$ cat src/rtl/truth_table_eval.sv
// truth_table_eval: programmable N_IN-input boolean function.
// The active table TT is evaluated one vector per cycle. It can be replaced
// by a serial LSB-first load through a shadow table, and it can be swept
// exhaustively into sweep_sig for readback.
//
// state | meaning
// ------+---------------------------------------------------------------
// IDLE  | accepts evaluations; cfg_load > sweep_start > in_valid
// LOAD  | shifting cfg_bit into the shadow table, one bit per cfg_bit_valid
// SWEEP | writing sweep_sig[v] <= TT[v] for v = 0 .. 2**N_IN-1
module truth_table_eval #(
  parameter int                   N_IN       = 4,
  parameter logic [2**N_IN-1:0]   DEFAULT_TT = 16'h1FDE
) (
  input  logic                 clk,
  input  logic                 rst_n,
  input  logic                 in_valid,
  input  logic [N_IN-1:0]      in_data,
  output logic                 in_ready,
  output logic                 out_valid,
  output logic                 out,
  input  logic                 cfg_load,
  input  logic                 cfg_bit_valid,
  input  logic                 cfg_bit,
  output logic                 cfg_done,
  input  logic                 sweep_start,
  output logic                 sweep_busy,
  output logic                 sweep_done,
  output logic [2**N_IN-1:0]   sweep_sig
);

  localparam int TT_W = 2**N_IN;
  // The counter is one bit wider than an address so it never wraps; both
  // LOAD and SWEEP terminate by comparing against the last address.
  localparam logic [N_IN:0] LAST_IDX = (N_IN+1)'(TT_W - 1);

  typedef enum logic [1:0] {
    IDLE  = 2'd0,
    LOAD  = 2'd1,
    SWEEP = 2'd2
  } state_t;

  state_t            state;
  state_t            state_nxt;
  logic [TT_W-1:0]   tt;
  logic [TT_W-1:0]   shadow;
  logic [TT_W-1:0]   shadow_nxt;
  logic [N_IN:0]     cnt;
  logic [N_IN-1:0]   idx;
  logic              cnt_last;
  logic              load_enter;
  logic              sweep_enter;
  logic              eval_acc;
  logic              bit_acc;
  logic              load_commit;
  logic              sweep_last;

  assign idx      = cnt[N_IN-1:0];
  assign cnt_last = (cnt == LAST_IDX);

  // Request decode: IDLE priority is cfg_load, then sweep_start, then in_valid.
  always_comb begin
    in_ready    = 1'b0;
    load_enter  = 1'b0;
    sweep_enter = 1'b0;
    eval_acc    = 1'b0;
    bit_acc     = 1'b0;
    load_commit = 1'b0;
    sweep_last  = 1'b0;
    if (state == IDLE) begin
      in_ready    = ~cfg_load & ~sweep_start;
      load_enter  = cfg_load;
      sweep_enter = ~cfg_load & sweep_start;
      eval_acc    = in_valid & ~cfg_load & ~sweep_start;
    end
    if (state == LOAD) begin
      bit_acc     = cfg_bit_valid;
      load_commit = cfg_bit_valid & cnt_last;
    end
    if (state == SWEEP) begin
      sweep_last  = cnt_last;
    end
  end

  // Shadow table with the incoming bit merged in, so the final bit is part of
  // the table committed on the same edge.
  always_comb begin
    shadow_nxt = shadow;
    if (bit_acc) begin
      shadow_nxt[idx] = cfg_bit;
    end
  end

  // Next-state logic.
  always_comb begin
    state_nxt = state;
    case (state)
      IDLE: begin
        if (load_enter) begin
          state_nxt = LOAD;
        end else if (sweep_enter) begin
          state_nxt = SWEEP;
        end
      end
      LOAD: begin
        if (load_commit) begin
          state_nxt = IDLE;
        end
      end
      SWEEP: begin
        if (sweep_last) begin
          state_nxt = IDLE;
        end
      end
      default: state_nxt = IDLE;
    endcase
  end

  // State register.
  always_ff @(posedge clk or negedge rst_n) begin
    if (!rst_n) begin
      state <= IDLE;
    end else begin
      state <= state_nxt;
    end
  end

  // Evaluation path: one-cycle latency, out holds between results.
  always_ff @(posedge clk or negedge rst_n) begin
    if (!rst_n) begin
      out       <= 1'b0;
      out_valid <= 1'b0;
    end else begin
      out_valid <= eval_acc;
      if (eval_acc) begin
        out <= tt[in_data];
      end
    end
  end

  // Table load, sweep capture and the shared bit/vector counter.
  always_ff @(posedge clk or negedge rst_n) begin
    if (!rst_n) begin
      tt         <= DEFAULT_TT;
      shadow     <= '0;
      cnt        <= '0;
      cfg_done   <= 1'b0;
      sweep_busy <= 1'b0;
      sweep_done <= 1'b0;
      sweep_sig  <= '0;
    end else begin
      cfg_done   <= 1'b0;
      sweep_done <= 1'b0;
      case (state)
        IDLE: begin
          if (load_enter) begin
            shadow <= '0;
            cnt    <= '0;
          end else if (sweep_enter) begin
            sweep_sig  <= '0;
            sweep_busy <= 1'b1;
            cnt        <= '0;
          end
        end
        LOAD: begin
          if (bit_acc) begin
            shadow <= shadow_nxt;
            cnt    <= cnt + 1'b1;
            if (load_commit) begin
              tt       <= shadow_nxt;
              cfg_done <= 1'b1;
            end
          end
        end
        SWEEP: begin
          sweep_sig[idx] <= tt[idx];
          cnt            <= cnt + 1'b1;
          if (sweep_last) begin
            sweep_busy <= 1'b0;
            sweep_done <= 1'b1;
          end
        end
        default: begin
          cnt <= '0;
        end
      endcase
    end
  end

endmodule

$ cat config.mk
export PLATFORM = sky130hd
export DESIGN_NAME = truth_table_eval
export DESIGN_NICKNAME = d
export VERILOG_FILES = /design/src/rtl/truth_table_eval.sv
export SDC_FILE = /design/constraint.sdc
export NUM_CORES = 1
export LEC_CHECK = 0
export BUFFER_PORTS_ARGS = -buffer_cell sky130_fd_sc_hd__buf_2
export CAP_MARGIN = 20
export CORE_AREA = 3 3 78 80
export DETAILED_ROUTE_END_ITERATION = 10
export DIE_AREA = 0 0 81 83
export PLACE_DENSITY = 0.78
export SETUP_SLACK_MARGIN = 0.05
export SLEW_MARGIN = 20
export SYNTH_ARGS = -nofsm -noshare
export SYNTH_HDL_FRONTEND = slang
export SYNTH_SLANG_ARGS = --single-unit
$ cat constraint.sdc
create_clock -name clk -period 2 [get_ports clk]
set_input_delay 0.2 -clock clk [delete_from_list [all_inputs] [get_ports clk]]
set_output_delay 0.2 -clock clk [all_outputs]
set_load 0.05 [all_outputs]
# --- Word level (Yosys, flattened, before mapping) ---
# Index checks and enable logic that the tools add are counted.
totals:
  latch_bits: 0
  in_bits: 11
  memories: 0
  reg_bits: 60
  romBits: 0
  word_cells: 80
  ramBits: 0
  out_inout_bits: 22
classes:
  n_mux: 39
  bitwise_logic: 7
  div: 0
  magnitude_cmp: 3
  addsub: 1
  shift: 0
  n_eq_ne: 10
  reduce_logical: 10
  n_mul: 0
op_table:
  columns: ["cell", "n"]
  rows:
  - ["$mux 16", 4]
  - ["$pmux 16 s2", 2]
  - ["$bwmux 16", 2]
  - ["$mux 1", 18]
  - ["$mux 5", 3]
  - ["$pmux 5 s3", 1]
  - ["$ne 2x2->1 const B", 6]
  - ["$reduce_and 3->1", 4]
  - ["$lt 4x5->1 const B", 2]
  - ["$bmux 1 s4", 2]
  - ["$mux 2", 4]
  - ["$pmux 2 s3", 1]
  - ["$add 5x1->5 const B", 1]
  - ["$and 1x1->1", 5]
  - ["$eq 5x4->1 const B", 1]
  - ["$demux 1 s4", 1]
  - ["$ge 4x1->1 const B", 1]
  - ["$reduce_and 4->1", 1]
  - ["$reduce_bool 2->1", 2]
  - ["$ne 3x3->1 const B", 1]
  - ["$eq 2x1->1 const B", 1]
  - ["$eq 2x2->1 const B", 1]
  - ["$logic_not 2->1", 1]
  - ["$not 1->1", 2]
  - ["3 further kinds", 3]

# --- Longest topological paths before layout ---
# Gate-level depths: netlist of the first run.
depth:
  depth_word: 7
  ltp_mapped: 10
  mapped_depth_nobuf: 8

# --- Worst setup path after synthesis of the first run ---
# Ideal clock, no wire load.
synth_timing:
  kind: "register to register"
  from: "register state[0]"
  to: "register out"
  setup_ns: 0.087
  stages_incl_launch_ff: 7
  synth_period_minus_slack_ns: 2.104
  path_slack_ns: -0.104
  t_arrival_ns: 2.017
  required_time_ns: 1.913
  cell_sequence: "dfrtp_1 -> inv_1 -> ha_1 -> nor3b_4 -> nand2_2 -> or4_1 -> o211ai_1"
synth_via:
  elab_chain_len: 2
synth_lines:
  columns: ["item", "line_no", "rtl"]
  rows:
  - ["from (decl)", "43", "state_t state;"]
  - ["from (signal assigned)", "124", "state <= state_nxt;"]
  - ["$logic_not 2->1", "70", "if (state == IDLE) begin"]
  - ["$mux 1", "70", null]
  - ["to (signal assigned)", "136", "out <= tt[in_data];"]
  - ["to (decl)", "21", "output logic out,"]
# Every way passes these cells.
# A chain may end at the register's enable or synchronous reset.

# --- Final worst setup path of the first run ---
layout_timing:
  from: "register state[1]"
  to: "output in_ready"
layout_via:
  elab_chain_len: 2
layout_lines:
  columns: ["item", "line_no", "rtl"]
  rows:
  - ["$logic_not 2->1", "70", null]
  - ["$mux 1", "70", null]
  - ["to (decl)", "19", "output logic in_ready,"]
# Every way passes these cells.

==> impl_table.tex, run 1 <==
\begin{tabular}{lr}
\hline
Metric & Value \\
\hline
\multicolumn{2}{l}{\textbf{Status}} \\
\quad Status & completed \\
\multicolumn{2}{l}{\textbf{Die}} \\
\quad Die Y & 83 um \\
\quad DIE AREA & approximately 0.0067 mm\^{}2 \\
\quad Starting Density & 0.585 \\
\quad Num ports & 33 \\
\quad Std-Cell Rows & 27 \\
\quad Core ar. & between 0.005 and 0.006 mm\^{}2 \\
\quad Width of the die & between 80 and 90 um \\
\multicolumn{2}{l}{\textbf{Synthesis}} \\
\quad Sequential area share after synthesis & 0.473 \\
\quad Syn Area/Cell & 9.95 um\^{}2 \\
\quad Portion of synthesized cell area occupied by the leading cell type & 0.383 \\
\quad Share of flip-flops with an asynchronous set or reset after synthesis & 1.00 \\
\quad Syn. warnings & 0 \\
\quad Synth unique cells & 39 \\
\quad Post-Synthesis Net Count & 341 \\
\quad Number of enable flip-flop cells after synthesis & 0 \\
\quad Flop and latch count out of synthesis & 60 \\
\quad Leading register cell type out of synthesis & sky130\_fd\_sc\_hd\_\_dfrtp\_1 \\
\quad Cells after synthesis & around 320 \\
\quad Main area contributors after synthesis & sky130\_fd\_sc\_hd\_\_dfrtp\_1, sky130\_fd\_sc\_hd\_\_dfstp\_2, sky130\_fd\_sc\_hd\_\_o21ai\_0 \\
\quad Most frequently used cell type in the post-synthesis netlist & sky130\_fd\_sc\_hd\_\_dfrtp\_1 \\
\quad Post-synth design cell area & around 0.0032 mm\^{}2 \\
\quad Library cell occupying the most area in the post-synthesis netlist & sky130\_fd\_sc\_hd\_\_dfrtp\_1 \\
\quad Top cell types by occurrence after synthesis & sky130\_fd\_sc\_hd\_\_dfrtp\_1, sky130\_fd\_sc\_hd\_\_nand2\_1, sky130\_fd\_sc\_hd\_\_o21ai\_0 \\
\multicolumn{2}{l}{\textbf{Route}} \\
\quad DRC viols & 0 \\
\quad Initial DRT Pass Iterations & 5 \\
\quad Number of antenna-violating nets in the routed design & 0 \\
\quad Total via count after detailed routing & between 2,000 and 3,000 \\
\quad Average routed wire per standard cell & roughly 19 um \\
\quad Sum of routed wire length over all layers & between 8 and 9 mm \\
\quad Via density per instance & between 6 and 7 \\
\quad Detailed router's first-iteration violation count & 239 \\
\multicolumn{2}{l}{\textbf{Worst setup path}} \\
\quad Largest fanout on the critical path & 8 \\
\quad Delay contributed by the slowest stage of the critical path & 0.41 ns \\
\quad Critical Path AT & 1.66 ns \\
\quad CP max-delay cell & sky130\_fd\_sc\_hd\_\_dfrtp\_1 \\
\quad Kind of critical path & register to output pin \\
\quad CP cell instances & inv\_2 -> ha\_4 -> nor3b\_4 -> clkbuf\_4 \\
\quad Sort of element at the start of the critical path & register \\
\quad Crit. End Element & output pin \\
\quad Critical path data required time & 1.80 ns \\
\multicolumn{2}{l}{\textbf{Timing}} \\
\quad Final critical-path share of the clock period & 0.930 \\
\quad Final total negative setup slack & 0 ns \\
\quad Number of hold-slack violations in the final timing report & 0 \\
\quad Achievable frequency & around 540 MHz \\
\quad Minimum hold slack & approximately 0.096 ns \\
\quad Post-route setup slack & 0.140 ns \\
\quad Max\_slew headroom & 0.628 \\
\quad Worst slew pin tran & 0.558 ns \\
\quad Final setup violating endpoints & 0 \\
\quad Final setup skew & 0.00980 ns \\
\quad Final critical path time including I/O delays and setup & roughly 1.9 ns \\
\quad Setup repair after global routing missed its margin & false \\
\quad Number of max-slew violations in the final report & 0 \\
\multicolumn{2}{l}{\textbf{Placed design}} \\
\quad Placer Congestion & approximately 0.87 \\
\quad Pre-CTS WS & 0.119 ns \\
\quad Instance area after placement & roughly 0.0035 mm\^{}2 \\
\quad PortBufs & 32 \\
\quad Detailed placement HPWL & between 5 and 6 mm \\
\quad Post-placement cell count & between 400 and 500 \\
\multicolumn{2}{l}{\textbf{Global route}} \\
\quad Global route overflow & 0 \\
\quad Overall track demand over capacity in global routing & 0.267 \\
\quad Largest net degree at the start of global routing & 61 \\
\quad Wire length of the first global-routing pass & roughly 14 mm \\
\quad Number of antenna violations at the first check in global routing & 0 \\
\quad Via count of the first global-routing pass & 2,671 \\
\multicolumn{2}{l}{\textbf{Finish}} \\
\quad Inserted Diodes & 0 \\
\quad Final instance area & around 0.0038 mm\^{}2 \\
\quad Number of nets in the final layout & 380 \\
\quad Layout cells sized above 1 & 0.281 \\
\quad Count of non-filler cells in the finished layout & 438 \\
\quad Post-synthesis to final-layout area growth & 17.7\% \\
\quad Number of filler cells placed in the layout & $\sim$440 \\
\multicolumn{2}{l}{\textbf{Flow run}} \\
\quad Number of maximum-capacitance violations & 0 \\
\multicolumn{2}{l}{\textbf{Clock network}} \\
\quad Root Buffer & sky130\_fd\_sc\_hd\_\_clkbuf\_8 \\
\quad Deepest level of the CTS H-tree & 3 \\
\quad Reg clk slew, reported paths & 0.07 ns \\
\quad Clock tree from TritonCTS & yes \\
\quad Clock Sinks & 60 \\
\quad Clock insertion delay at the later pin of the skew report & about 0.35 ns \\
\quad CTS max path bufs & 2 \\
\quad CTS Buf Count & 9 \\
\multicolumn{2}{l}{\textbf{Worst hold path}} \\
\quad Tightest Hold Check Type & input port to register \\
\multicolumn{2}{l}{\textbf{Power}} \\
\quad Static leakage & between 1.5 and 2 nW \\
\quad Max rail drop VDD & around 0.0010 V \\
\quad PD cells & 1290 mW/mm\^{}2 \\
\hline
\end{tabular}
[metal layers]
layer | vias up | global-route usage | part of all wire
li1 | 1277 | - | -
met5 | - | 0 | 0
met1 | 1332 | 0.370 | 0.43
met4 | 0 | 0.109 | 0.021
met2 | 125 | 0.406 | 0.48
met3 | 14 | 0.0553 | 0.070
[sequential cells by signal, indices dropped and copies added (netlist names)]
register,flops
cfg_done,1
tt,16
sweep_sig,16
state,2
shadow,16
out_valid,1
sweep_busy,1
sweep_done,1
out,1
cnt,5
[where the power goes]
part,leakage (nW),internal (mW),switching (mW)
logic,0.767,0.684,1.40
clock network,0.102,0.701,0.511
registers,0.784,1.44,0.136
[metrics by stage]
stage                     total power [mW]   util
final                                 4.87  0.689
after global routing                  5.12  0.689
after global placement                3.56  0.643
after floorplan                       2.98      -
after CTS                             4.83  0.684
after detailed placement              3.62  0.643
[layout make-up]
type / count / area, um^2 / area share
multi-input combinational: 224 / 1550 / 0.410
sequential: 60 / 1520 / 0.402
timing repair buffer: 56 / 365 / 0.0969
clock buffer: 10 / 128 / 0.0338
tap: 72 / 90.1 / 0.0239
clock inverter: 6 / 88.8 / 0.0236
inverter: 10 / 37.5 / 0.00995
[path summary, 6_finish.rpt]
check / slack [ns] / cells after the start / from / to
min: 0.1 / 3 / in_valid / out_valid
min reg2reg: 0.47 / 1 / sweep_busy / sweep_busy
min in group asynchronous: 0.38 / 3 / rst_n / out
max in group asynchronous: 1.28 / 3 / rst_n / tt[12]
max: 0.14 / 4 / state[1] / in_ready
max reg2reg: 0.22 / 5 / cnt[1] / sweep_sig[11]
[placed cells by master (no fill, tap or decap), types with 3 or more instances in the layout]
cell	synthesis	layout
sky130_fd_sc_hd__inv_2	0	3
sky130_fd_sc_hd__o21ai_0	32	32
sky130_fd_sc_hd__mux4_2	6	6
sky130_fd_sc_hd__inv_1	10	7
sky130_fd_sc_hd__dfstp_2	11	11
sky130_fd_sc_hd__dfrtp_1	49	48
sky130_fd_sc_hd__mux2i_1	6	6
sky130_fd_sc_hd__nor2b_1	5	5
sky130_fd_sc_hd__o211ai_1	3	3
sky130_fd_sc_hd__a311oi_1	12	12
sky130_fd_sc_hd__nor2_1	14	14
sky130_fd_sc_hd__a22o_1	16	16
sky130_fd_sc_hd__nand2b_1	5	5
sky130_fd_sc_hd__nand3b_1	12	12
sky130_fd_sc_hd__a31oi_1	24	24
sky130_fd_sc_hd__ha_1	8	6
sky130_fd_sc_hd__buf_4	2	21
sky130_fd_sc_hd__clkbuf_8	0	9
sky130_fd_sc_hd__nand2_1	32	32
sky130_fd_sc_hd__a41oi_1	3	3
sky130_fd_sc_hd__nand3_1	19	18
sky130_fd_sc_hd__or3b_2	3	3
sky130_fd_sc_hd__buf_2	11	31
sky130_fd_sc_hd__a21oi_1	5	5
[critical path, delay by kind of cell, from the launching register on]
family        cells  cell delay [ns]
flops             1             0.41
buf+inv           2             0.40
simple gates      1             0.32
fa+ha+maj         1             0.18
[cell families (layout without fill, tap and decap cells)]
group / after synthesis / count (layout) / share of synthesized area
compound gates: 103 / 103 / 0.215
simple gates: 99 / 99 / 0.162
fa+ha+maj: 8 / 8 / 0.0313
flops: 60 / 60 / 0.473
mux: 14 / 14 / 0.0680
buf+inv: 38 / 82 / 0.0512
[repair_timing]
item	CTS	global route
buffers inserted	0	1
hold endpoints to repair	49	0
hold buffers	1	0
resized for setup	0	8
endpoints found under the setup margin	0	20
Power figures use the tool's default switching activity.
==> run 2: changes to the inputs <==
--- a/config.mk
+++ b/config.mk
@@ -11,7 +11,9 @@
 export DETAILED_ROUTE_END_ITERATION = 10
 export DIE_AREA = 0 0 81 83
 export PLACE_DENSITY = 0.78
+export RECOVER_POWER = 25
 export SETUP_SLACK_MARGIN = 0.05
+export SKIP_LAST_GASP = 1
 export SLEW_MARGIN = 20
 export SYNTH_ARGS = -nofsm -noshare
 export SYNTH_HDL_FRONTEND = slang
==> impl_table.tex, run 2 (same netlist as run 1, synthesis figures left out) <==
\begin{tabular}{lr}
\hline
Metric & Value \\
\hline
\multicolumn{2}{l}{\textbf{Status}} \\
\quad Status & completed \\
\multicolumn{2}{l}{\textbf{Timing}} \\
\quad Final setup skew & 0.00980 ns (-0.000000110 ns) \\
\quad Achievable frequency & 538 MHz (about the same) \\
\quad Final critical path time including I/O delays and setup & 1.86 ns (-0.0000830 ns) \\
\quad Worst slew pin tran & 1.34 ns (+0.780 ns) \\
\quad Number of max-slew violations in the final report & 0 (unchanged) \\
\quad Setup repair after global routing missed its margin & false \\
\quad Final setup violating endpoints & 0 (unchanged) \\
\quad Max\_slew headroom & 0.108 (-0.520) \\
\quad Final total negative setup slack & 0 ns (unchanged) \\
\quad Number of hold-slack violations in the final timing report & 0 (unchanged) \\
\quad Final critical-path share of the clock period & 0.930 (about the same) \\
\multicolumn{2}{l}{\textbf{Worst setup path}} \\
\quad Number of cells on the worst reg-to-reg path & 5 (unchanged) \\
\quad Critical Path AT & 1.66 ns (about the same) \\
\quad Kind of critical path & register to output pin \\
\quad Worst flop-to-flop path endpoint & sweep\_sig[11] \\
\quad Startpoint of the most critical register-to-register path & cnt[1] \\
\quad Largest fanout on the critical path & 8 (unchanged) \\
\quad Critical path data required time & 1.80 ns (about the same) \\
\quad Crit. End Element & output pin \\
\quad Reg2Reg Setup Slack & 0.22 ns (about the same) \\
\quad Sort of element at the start of the critical path & register \\
\multicolumn{2}{l}{\textbf{Route}} \\
\quad Number of antenna-violating nets in the routed design & 0 (unchanged) \\
\quad Detailed-routed wire length on met3 & 594 um (+1.0\%) \\
\quad DRC viols & 0 (unchanged) \\
\quad Met2 wirelength from detailed routing & 4.04 mm (-0.17\%) \\
\quad Sum of routed wire length over all layers & 8.39 mm (about the same) \\
\quad Wl on met1 & 3.58 mm (about the same) \\
\quad Detailed router's first-iteration violation count & 239 (unchanged) \\
\quad Initial DRT Pass Iterations & 5 (unchanged) \\
\quad Uppermost layer routed & met4 \\
\quad Average routed wire per standard cell & 19.2 um (about the same) \\
\quad Total via count after detailed routing & 2,749 (+0.036\%) \\
\quad Via density per instance & 6.28 (about the same) \\
\multicolumn{2}{l}{\textbf{Power}} \\
\quad Share of total power in combinational logic & 0.427 (about the same) \\
\quad Static leakage & 1.65 nW (-0.33\%) \\
\quad PD cells & 1300 mW/mm\^{}2 (+0.31\%) \\
\quad Max rail drop VDD & 0.00102 V (about the same) \\
\quad Internal power contribution & 2.82 mW (-0.13\%) \\
\quad Final Power & 4.86 mW (about the same) \\
\quad Fraction of power spent switching nets & 0.420 (about the same) \\
\quad Part of the total power dissipated in sequential elements & 0.324 (about the same) \\
\quad Net switching power figure & 2.04 mW (about the same) \\
\quad Part of the total power dissipated in the clock network & 0.249 (about the same) \\
\multicolumn{2}{l}{\textbf{Die}} \\
\quad Core ar. & 0.00547 mm\^{}2 (unchanged) \\
\quad Width of the die & 81 um (unchanged) \\
\quad DIE AREA & 0.00672 mm\^{}2 (unchanged) \\
\quad Die Y & 83 um (unchanged) \\
\quad Std-Cell Rows & 27 (unchanged) \\
\quad Num ports & 33 (unchanged) \\
\quad Starting Density & 0.585 (unchanged) \\
\multicolumn{2}{l}{\textbf{Clock network}} \\
\quad CTS Buf Count & 9 (unchanged) \\
\quad Clock Sinks & 60 (unchanged) \\
\quad Deepest level of the CTS H-tree & 3 (unchanged) \\
\quad Root Buffer & sky130\_fd\_sc\_hd\_\_clkbuf\_8 \\
\quad CTS max path bufs & 2 (unchanged) \\
\quad Clock insertion delay at the later pin of the skew report & 0.35 ns (about the same) \\
\quad Reg clk slew, reported paths & 0.07 ns (about the same) \\
\quad Clock tree from TritonCTS & yes \\
\multicolumn{2}{l}{\textbf{Finish}} \\
\quad Leading registers by flop count & shadow x16, sweep\_sig x16, tt x16 \\
\quad Layout cells sized above 1 & 0.281 (unchanged) \\
\quad Commonest non-fill, non-tap cell in the layout & sky130\_fd\_sc\_hd\_\_dfrtp\_1 \\
\quad Leading cell types in the layout, fill and taps excluded & sky130\_fd\_sc\_hd\_\_dfrtp\_1, sky130\_fd\_sc\_hd\_\_nand2\_1, sky130\_fd\_sc\_hd\_\_o21ai\_0, sky130\_fd\_sc\_hd\_\_buf\_2, sky130\_fd\_sc\_hd\_\_a31oi\_1 \\
\quad Share of the core filled with cells & 0.686 (-0.00274) \\
\quad Number of nets in the final layout & 380 (unchanged) \\
\quad Inserted Diodes & 0 (unchanged) \\
\quad Post-synthesis to final-layout area growth & 17.3\% \\
\quad Count of non-filler cells in the finished layout & 438 (unchanged) \\
\multicolumn{2}{l}{\textbf{Worst hold path}} \\
\quad Count of cells along the worst hold path & 3 (unchanged) \\
\quad Hold wc startpoint & in\_valid \\
\quad Endpoint with the worst hold slack & out\_valid \\
\quad Tightest Hold Check Type & input port to register \\
\multicolumn{2}{l}{\textbf{Placed design}} \\
\quad Placer Congestion & 0.873 (unchanged) \\
\quad Detailed placement HPWL & 5.65 mm (unchanged) \\
\quad Post-placement cell count & 420 (unchanged) \\
\quad PortBufs & 32 (unchanged) \\
\multicolumn{2}{l}{\textbf{Global route}} \\
\quad Largest net degree at the start of global routing & 61 (unchanged) \\
\quad Wire length of the first global-routing pass & 13.7 mm (unchanged) \\
\quad Global route overflow & 0 (unchanged) \\
\quad Number of antenna violations at the first check in global routing & 0 (unchanged) \\
\quad Overall track demand over capacity in global routing & 0.267 (unchanged) \\
\quad Via count of the first global-routing pass & 2,671 (unchanged) \\
\multicolumn{2}{l}{\textbf{Flow run}} \\
\quad Number of maximum-capacitance violations & 0 (unchanged) \\
\hline
\end{tabular}
==> run 2: cell counts in the layout (fill, tap and decap cells not counted) <==
No cell type changed its count.
==> run 2: area by class of cell <==
type	count	area, um^2
Fill cell	445	1720
Sequential cell	60	1520
Inverter	10	37.5
Clock buffer	10	128
Multi-Input combinational cell	224	1550
Clock inverter	6	88.8
Tap cell	72	90.1
Timing Repair Buffer	56	350
==> run 2: what timing repair did <==
action	4_1_cts	5_1_grt
buffers inserted	0	1
setup endpoints to repair	0	20
hold buffers	1	0
hold endpoints to repair	49	0
resized for setup	0	8
==> run 2: critical path, cell delays in order (launching register included) <==
cell	delay [ns]
sky130_fd_sc_hd__dfrtp_1	0.41
sky130_fd_sc_hd__inv_2	0.09
sky130_fd_sc_hd__ha_4	0.18
sky130_fd_sc_hd__nor3b_4	0.32
sky130_fd_sc_hd__clkbuf_4	0.31
==> run 2: power groups by stage <==
stage	Combinational, mW	Clock [mW]	Sequential (mW)
final	2.08	1.21	1.58
after global routing	2.23	1.28	1.60
after CTS	2.03	1.22	1.57
after detailed placement	2.02	0	1.60
after global placement	1.98	0	1.58
after floorplan	1.09	0	1.89
==> run 2: through the flow <==
| stage | instance area [um^2] | worst slack (ns) | hold WS, ns |
|---|---|---|---|
| after floorplan | 3220 | 0.0528 | -0.0956 |
| after global placement | 3520 | 0.210 | 0.231 |
| after detailed placement | 3520 | 0.119 | 0.230 |
| after CTS | 3740 | 0.0752 | 0.0914 |
| after global routing | 3760 | 0.0496 | 0.121 |
| final | 3760 | 0.140 | 0.0957 |
==> run 2: per-layer routing <==
metal,track usage,vias to the layer above
met2,0.406,127
met3,0.0553,14
met4,0.109,0
met5,0,-
li1,-,1277
met1,0.370,1331
==> run 2: how the worst max path moves through the flow <==
stage / from / endpoint / slack, ns / cells after the start
4_1_cts: cnt[0] / tt[6] / 0.08 / 9
6_report: state[1] / in_ready / 0.14 / 4
3_5_place_dp: cnt[0] / tt[6] / 0.12 / 9
3_3_place_gp: cnt[1] / sweep_sig[13] / 0.21 / 5
5_1_grt: cnt[0] / tt[6] / 0.05 / 9
2_1_floorplan: state[1] / out / 0.05 / 6
